[config.mk]
export PLATFORM = sky130hd
export DESIGN_NAME = sram_bus_arbiter_flat
export DESIGN_NICKNAME = d
export VERILOG_FILES = /design/src/rtl/sram_bus_arbiter_if.sv /design/src/rtl/sram_bus_arbiter.sv /design/src/flat_wrapper.sv
export SDC_FILE = /design/constraint.sdc
export NUM_CORES = 1
export LEC_CHECK = 0
export CAP_MARGIN = 20
export CORE_AREA = 8 8 118 120
export CTS_CLUSTER_DIAMETER = 30
export DETAILED_ROUTE_END_ITERATION = 16
export DIE_AREA = 0 0 126 128
export GPL_TIMING_DRIVEN = 0
export PLACE_DENSITY = 0.64
export SYNTH_ARGS = -nofsm -noshare
export SYNTH_HDL_FRONTEND = slang
export SYNTH_SLANG_ARGS = --single-unit
[constraint.sdc]
create_clock -name clk -period 1.8 [get_ports clk]
set_input_delay 0.18 -clock clk [delete_from_list [all_inputs] [get_ports clk]]
set_output_delay 0.18 -clock clk [all_outputs]
set_load 0.01 [all_outputs]
[src/rtl/sram_bus_arbiter_if.sv]
`default_nettype none
// ---------------------------------------------------------------------------
// sram_bus_arbiter_if : one SRAM-style request/response channel
// Revision 1.0
// ---------------------------------------------------------------------------
interface sram_bus_arbiter_if;
  logic        req;
  logic        wr;
  logic [1:0]  size;
  logic [3:0]  wstrb;
  logic [31:0] addr;
  logic [31:0] wdata;
  logic        addr_ok;
  logic        data_ok;
  logic [31:0] rdata;

  modport master (
    output req, wr, size, wstrb, addr, wdata,
    input  addr_ok, data_ok, rdata
  );

  modport slave (
    input  req, wr, size, wstrb, addr, wdata,
    output addr_ok, data_ok, rdata
  );
endinterface
`default_nettype wire

[src/rtl/sram_bus_arbiter.sv]
`default_nettype none
// ---------------------------------------------------------------------------
// sram_bus_arbiter : fixed-priority fetch/load-store arbiter onto one SRAM bus
// Revision 1.0
// ---------------------------------------------------------------------------
module sram_bus_arbiter #(
  parameter int MAX_OUTSTANDING = 4
) (
  input  logic               clk,
  input  logic               reset,
  sram_bus_arbiter_if.slave  inst_if,
  sram_bus_arbiter_if.slave  data_if,
  sram_bus_arbiter_if.master bus_if
);

  localparam int AW = (MAX_OUTSTANDING > 1) ? $clog2(MAX_OUTSTANDING) : 1;
  localparam int CW = AW + 1;
  localparam logic [CW-1:0] C_FULL_COUNT = CW'(MAX_OUTSTANDING);

  typedef enum logic [1:0] {
    ST_FREE      = 2'd0,
    ST_LOCK_INST = 2'd1,
    ST_LOCK_DATA = 2'd2
  } lock_state_e;

  lock_state_e                state_q, state_d;
  logic [MAX_OUTSTANDING-1:0] owner_q;
  logic [AW-1:0]              wr_ptr_q, wr_ptr_d;
  logic [AW-1:0]              rd_ptr_q, rd_ptr_d;
  logic [CW-1:0]              count_q, count_d;

  logic sel_valid;
  logic sel_data;
  logic full;
  logic empty;
  logic grant;
  logic push;
  logic pop;
  logic head_owner;

  // A stalled owner keeps the bus only while it still requests.
  always_comb begin
    sel_valid = 1'b0;
    sel_data  = 1'b0;
    if (state_q == ST_LOCK_INST && inst_if.req) begin
      sel_valid = 1'b1;
      sel_data  = 1'b0;
    end else if (state_q == ST_LOCK_DATA && data_if.req) begin
      sel_valid = 1'b1;
      sel_data  = 1'b1;
    end else if (data_if.req) begin
      sel_valid = 1'b1;
      sel_data  = 1'b1;
    end else if (inst_if.req) begin
      sel_valid = 1'b1;
      sel_data  = 1'b0;
    end
  end

  assign full       = (count_q == C_FULL_COUNT);
  assign empty      = (count_q == '0);
  assign grant      = sel_valid & ~full & ~reset;
  assign push       = grant & bus_if.addr_ok;
  assign pop        = bus_if.data_ok & ~empty & ~reset;
  assign head_owner = owner_q[rd_ptr_q];

  assign bus_if.req   = grant;
  assign bus_if.wr    = sel_data ? data_if.wr    : inst_if.wr;
  assign bus_if.size  = sel_data ? data_if.size  : inst_if.size;
  assign bus_if.wstrb = sel_data ? data_if.wstrb : inst_if.wstrb;
  assign bus_if.addr  = sel_data ? data_if.addr  : inst_if.addr;
  assign bus_if.wdata = sel_data ? data_if.wdata : inst_if.wdata;

  assign inst_if.addr_ok = push & ~sel_data;
  assign data_if.addr_ok = push &  sel_data;

  assign inst_if.data_ok = pop & ~head_owner;
  assign data_if.data_ok = pop &  head_owner;
  assign inst_if.rdata   = bus_if.rdata;
  assign data_if.rdata   = bus_if.rdata;

  always_comb begin
    state_d  = ST_FREE;
    wr_ptr_d = wr_ptr_q;
    rd_ptr_d = rd_ptr_q;
    if (grant && !bus_if.addr_ok) begin
      state_d = sel_data ? ST_LOCK_DATA : ST_LOCK_INST;
    end
    if (push) begin
      wr_ptr_d = wr_ptr_q + AW'(1);
    end
    if (pop) begin
      rd_ptr_d = rd_ptr_q + AW'(1);
    end
    count_d = count_q + CW'(push) - CW'(pop);
  end

  always_ff @(posedge clk or posedge reset) begin
    if (reset) begin
      state_q  <= ST_FREE;
      owner_q  <= '0;
      wr_ptr_q <= '0;
      rd_ptr_q <= '0;
      count_q  <= '0;
    end else begin
      state_q  <= state_d;
      wr_ptr_q <= wr_ptr_d;
      rd_ptr_q <= rd_ptr_d;
      count_q  <= count_d;
      if (push) begin
        owner_q[wr_ptr_q] <= sel_data;
      end
    end
  end

  a_single_addr_ok : assert property (@(posedge clk) disable iff (reset)
    !(inst_if.addr_ok && data_if.addr_ok));
  a_single_data_ok : assert property (@(posedge clk) disable iff (reset)
    !(inst_if.data_ok && data_if.data_ok));
  a_no_push_full : assert property (@(posedge clk) disable iff (reset)
    !(push && full));

endmodule
`default_nettype wire

[src/flat_wrapper.sv]
// flat-port wrapper written by rule: the top's interface ports become plain ports
module sram_bus_arbiter_flat 
#(
  parameter int MAX_OUTSTANDING = 4
)
  (clk, reset, inst_if_req, inst_if_wr, inst_if_size, inst_if_wstrb, inst_if_addr, inst_if_wdata, inst_if_addr_ok, inst_if_data_ok, inst_if_rdata, data_if_req, data_if_wr, data_if_size, data_if_wstrb, data_if_addr, data_if_wdata, data_if_addr_ok, data_if_data_ok, data_if_rdata, bus_if_req, bus_if_wr, bus_if_size, bus_if_wstrb, bus_if_addr, bus_if_wdata, bus_if_addr_ok, bus_if_data_ok, bus_if_rdata);
  sram_bus_arbiter_if inst_if_i ();
  sram_bus_arbiter_if data_if_i ();
  sram_bus_arbiter_if bus_if_i ();
  input  logic clk;
  input  logic reset;
  input wire logic [$bits(inst_if_i.req)-1:0] inst_if_req;
  input wire logic [$bits(inst_if_i.wr)-1:0] inst_if_wr;
  input wire logic [$bits(inst_if_i.size)-1:0] inst_if_size;
  input wire logic [$bits(inst_if_i.wstrb)-1:0] inst_if_wstrb;
  input wire logic [$bits(inst_if_i.addr)-1:0] inst_if_addr;
  input wire logic [$bits(inst_if_i.wdata)-1:0] inst_if_wdata;
  output wire logic [$bits(inst_if_i.addr_ok)-1:0] inst_if_addr_ok;
  output wire logic [$bits(inst_if_i.data_ok)-1:0] inst_if_data_ok;
  output wire logic [$bits(inst_if_i.rdata)-1:0] inst_if_rdata;
  input wire logic [$bits(data_if_i.req)-1:0] data_if_req;
  input wire logic [$bits(data_if_i.wr)-1:0] data_if_wr;
  input wire logic [$bits(data_if_i.size)-1:0] data_if_size;
  input wire logic [$bits(data_if_i.wstrb)-1:0] data_if_wstrb;
  input wire logic [$bits(data_if_i.addr)-1:0] data_if_addr;
  input wire logic [$bits(data_if_i.wdata)-1:0] data_if_wdata;
  output wire logic [$bits(data_if_i.addr_ok)-1:0] data_if_addr_ok;
  output wire logic [$bits(data_if_i.data_ok)-1:0] data_if_data_ok;
  output wire logic [$bits(data_if_i.rdata)-1:0] data_if_rdata;
  output wire logic [$bits(bus_if_i.req)-1:0] bus_if_req;
  output wire logic [$bits(bus_if_i.wr)-1:0] bus_if_wr;
  output wire logic [$bits(bus_if_i.size)-1:0] bus_if_size;
  output wire logic [$bits(bus_if_i.wstrb)-1:0] bus_if_wstrb;
  output wire logic [$bits(bus_if_i.addr)-1:0] bus_if_addr;
  output wire logic [$bits(bus_if_i.wdata)-1:0] bus_if_wdata;
  input wire logic [$bits(bus_if_i.addr_ok)-1:0] bus_if_addr_ok;
  input wire logic [$bits(bus_if_i.data_ok)-1:0] bus_if_data_ok;
  input wire logic [$bits(bus_if_i.rdata)-1:0] bus_if_rdata;
  assign inst_if_i.req = inst_if_req;
  assign inst_if_i.wr = inst_if_wr;
  assign inst_if_i.size = inst_if_size;
  assign inst_if_i.wstrb = inst_if_wstrb;
  assign inst_if_i.addr = inst_if_addr;
  assign inst_if_i.wdata = inst_if_wdata;
  assign inst_if_addr_ok = inst_if_i.addr_ok;
  assign inst_if_data_ok = inst_if_i.data_ok;
  assign inst_if_rdata = inst_if_i.rdata;
  assign data_if_i.req = data_if_req;
  assign data_if_i.wr = data_if_wr;
  assign data_if_i.size = data_if_size;
  assign data_if_i.wstrb = data_if_wstrb;
  assign data_if_i.addr = data_if_addr;
  assign data_if_i.wdata = data_if_wdata;
  assign data_if_addr_ok = data_if_i.addr_ok;
  assign data_if_data_ok = data_if_i.data_ok;
  assign data_if_rdata = data_if_i.rdata;
  assign bus_if_req = bus_if_i.req;
  assign bus_if_wr = bus_if_i.wr;
  assign bus_if_size = bus_if_i.size;
  assign bus_if_wstrb = bus_if_i.wstrb;
  assign bus_if_addr = bus_if_i.addr;
  assign bus_if_wdata = bus_if_i.wdata;
  assign bus_if_i.addr_ok = bus_if_addr_ok;
  assign bus_if_i.data_ok = bus_if_data_ok;
  assign bus_if_i.rdata = bus_if_rdata;
  sram_bus_arbiter #(.MAX_OUTSTANDING(MAX_OUTSTANDING)) u_core (.clk(clk), .reset(reset), .inst_if(inst_if_i), .data_if(data_if_i), .bus_if(bus_if_i));
endmodule
==> summary.md <==
| Metric | Value |
|---|---|
| Register area | `325 um2` |
| Synth top area cells | `mux2_2, buf_4, dfrtp_1, buf_6, ha_1` |
| F_max | `0.510 GHz` |
| Total clock sinks | `13` |
| Final slew viol count | `0` |
| Overall Global Routing Usage | `14.9%` |
| Placed instance area | `5160 um2` |
| Mapped cell area | `2090 um2` |
| RSZ-0062 raised after global routing | `yes` |
| Core area | `12200 um2` |
| Clock transition at path regs | `0.05 ns` |
| Comb pwr share | `68.4%` |
| Cts bufs inserted | `3` |
| Final Skew | `0.00275 ns` |
| Reg-to-reg slack, setup | `-0.01 ns` |
| Grt total ovfl | `0` |
| CP max stage delay | `0.36 ns` |
| P_leak | `2.82 nW` |
| Area growth, synth to finish | `185%` |
| Worst setup margin | `-0.163 ns` |
| Highest-delay cell along the critical path | `dfrtp_1` |
| Post-synth top flop | `dfrtp_1` |
| Largest area contributor in the netlist | `mux2_2` |
| Drt drc | `0` |
| Seq/Total Area, Yosys | `15.6%` |
| CTS max path bufs | `2` |
| Final Hold Viols | `0` |
| CTS tree | `built` |
| Pre-CTS setup slack | `-0.614 ns` |
| Die area | `16100 um2` |
| Switching share of power | `31.2%` |
| Setup violators final | `73` |
| Vias | `2676` |
| Mean Syn Cell Area | `10.3 um2` |
| Most used cell, CP | `buf_6` |
| Failing checks | `setup timing` |
| Fin cells | `678` |
| EDFF count, synth | `0` |
| Number of hold buffers added after cts | `0` |
| Critical path data arrival time | `1.78 ns` |
| Clock period minus worst slack | `1.96 ns` |
| Worst r2r src | `u_core.count_q[2]` |
| Antenna diodes | `0` |
| Max Cap Violations | `0` |
| Root buffer cell | `clkbuf_16` |
| Routed len/inst | `19.9 um` |
| Initial antenna violation count | `0` |
| First-pass GRT wire length | `18600 um` |
| IO Count | `320` |
| Ys async rst share | `100%` |
| Status | `finished, violations left` |
| Worst-skew pair later-pin latency | `0.24 ns` |
| Area of the multi-input gates | `1450 um2` |
| DP Wirelength | `11400 um` |
| Share of the synthesized area in the top cell type | `38.3%` |
| Yosys cell types | `26` |
| Worst path cell trace | `nand3b_1 > nand2_4 > buf_12 > buf_8 > buf_6 > mux2_4 > buf_6` |
| Die height | `128 um` |
| H-Tree Depth | `1` |
| Crit path required time | `1.62 ns` |
| Layout cells sized above 1 | `50.0%` |
| Post-Route WL | `13500 um` |
| Dpl cells | `640` |
| Fin nets | `716` |
| Rows | `41` |
| Switching power total | `952 uW` |
| Post-DRT Antenna Nets | `0` |
| Clock power share | `14.0%` |
| Crit start category | `register` |
| Syn. warnings | `0` |
| Pwr per Cell Area | `513 nW/um2` |
| Pint | `2.10 mW` |
| Via/cell ratio | `3.95` |
| Worst hold path type | `in2async` |
| Largest net degree at the start of global routing | `14` |
| Die W | `126 um` |
| Slew at the pin closest to its max-slew limit | `0.515 ns` |
| Critical Path End Type | `primary output` |
| Critical-path maximum fanout | `5` |
| Part of the cycle the worst path needs | `109%` |
| Vias in the first global route | `2847` |
| R2R depth | `6` |
| Reg2reg end | `u_core.count_q[1]` |
| Fill cells | `1112` |
| VDD IR max | `0.000556 V` |
| Max_slew headroom | `65.6%` |
| Sequential Power Share | `17.7%` |
| Cells after Synth | `203` |
| Synth Net Count | `390` |
| Initial core utilization | `17.1%` |
| Starting DRT DRC Count | `42` |
| Fin util | `48.7%` |
| Design area | `5950 um2` |
| FF+latch count, synth | `13` |
| Setup Crit Path Kind | `reg2out` |
| I/O Buffers | `287` |
| GPL Wtd Cong | `0.868` |
| First-pass DRT Iterations | `4` |
| Setup TNS | `-6.47 ns` |
[power groups by stage]
stage | registers, mW | logic (mW) | clock network [mW]
2_1_floorplan | 0.513 | 0.822 | 0
3_3_place_gp | 0.533 | 1.70 | 0
3_5_place_dp | 0.542 | 1.73 | 0
4_1_cts | 0.531 | 1.92 | 0.432
5_1_grt | 0.555 | 2.24 | 0.442
6_report | 0.540 | 2.09 | 0.426
[layout by cell type, fill, tap and decap left out, types with 3 or more instances in the layout]
| cell type | n |
|---|---|
| inv_1 | 8 |
| mux2_2 | 8 |
| clkbuf_16 | 4 |
| mux2_1 | 4 |
| xor2_1 | 3 |
| buf_12 | 7 |
| dfrtp_1 | 13 |
| mux2_4 | 64 |
| buf_2 | 5 |
| buf_4 | 84 |
| nand4_1 | 4 |
| buf_6 | 73 |
| ha_1 | 5 |
| clkdlybuf4s50_1 | 210 |
| clkbuf_2 | 4 |
| buf_8 | 4 |
[worst max-delay path, delay by kind of cell (launching register included)]
family	cells	cell delay [ns]
muxes	1	0.30
and+or+nand+nor	2	0.37
DFF	1	0.36
buffers and inverters	4	0.50
[area by class of cell]
type                            instances  area share [%]
Timing Repair Buffer                  323            55.3
Sequential cell                        13            5.47
Clock buffer                            3            1.26
Clock inverter                          1          0.0841
Tap cell                              150            3.15
Inverter                                9           0.568
Buffer                                 70            9.84
Multi-Input combinational cell        109            24.3
[cells by family (layout without fill, tap and decap cells)]
| logic type | after synthesis | after routing | share of synthesized area [%] |
|---|---|---|---|
| AO/OA/AOI/OAI | 1 | 1 | 0.479 |
| adder cells (fa/ha/maj) | 7 | 7 | 4.55 |
| multiplexers | 77 | 77 | 42.2 |
| AND/OR/NAND/NOR | 19 | 19 | 6.11 |
| XOR/XNOR | 5 | 5 | 2.10 |
| flip-flops | 13 | 13 | 15.6 |
| buffers and inverters | 81 | 406 | 28.9 |
[registers in the layout, indices dropped and copies added (netlist names)]
name	flops
u_core.state_q	2
u_core.count_q	3
u_core.owner_q	4
u_core.wr_ptr_q	2
u_core.rd_ptr_q	2
[through the flow]
stage | power, mW | hold WS, ns
after floorplan | 1.34 | 0.0570
after global placement | 2.24 | 0.475
after detailed placement | 2.27 | 0.473
after CTS | 2.89 | 0.451
after global routing | 3.24 | 0.488
final | 3.05 | 0.445
[per-layer routing]
layer / vias up / GRT usage, % / share of wire [%]
li1: 1282 / - / -
met1: 1242 / 15.7 / 35
met2: 141 / 28.1 / 54
met3: 11 / 5.28 / 9.5
met4: 0 / 2.97 / 1.5
met5: - / 0 / 0
[worst max-delay path by stage]
stage / depth (start not counted) / end / slack (ns) / startpoint
detailed placement: 6 / bus_if_wdata[16] / -0.61 / inst_if_req
floorplan: 7 / u_core.count_q[2] / 0.004 / u_core.count_q[1]
CTS: 6 / bus_if_wstrb[0] / -0.25 / u_core.state_q[1]
global placement: 6 / bus_if_wdata[25] / -0.60 / inst_if_req
global route: 7 / bus_if_wdata[11] / -0.23 / u_core.state_q[1]
finish: 7 / bus_if_wdata[16] / -0.16 / u_core.state_q[1]
[repair_timing]
action	in CTS	in global routing
resized for setup	373	97
pin swaps	2	8
setup buffers	17	18
endpoints found under the setup margin	78	77
cloned	1	1
[synth_stat cells, drive strengths merged, types with 2 or more instances]
cell type / number
nand2: 2
xnor2: 2
and2: 2
dfrtp: 13
xor2: 3
inv: 9
nand4: 4
nor3: 3
ha: 6
buf: 72
mux2: 76
nor2: 2
Power figures use the tool's default switching activity.
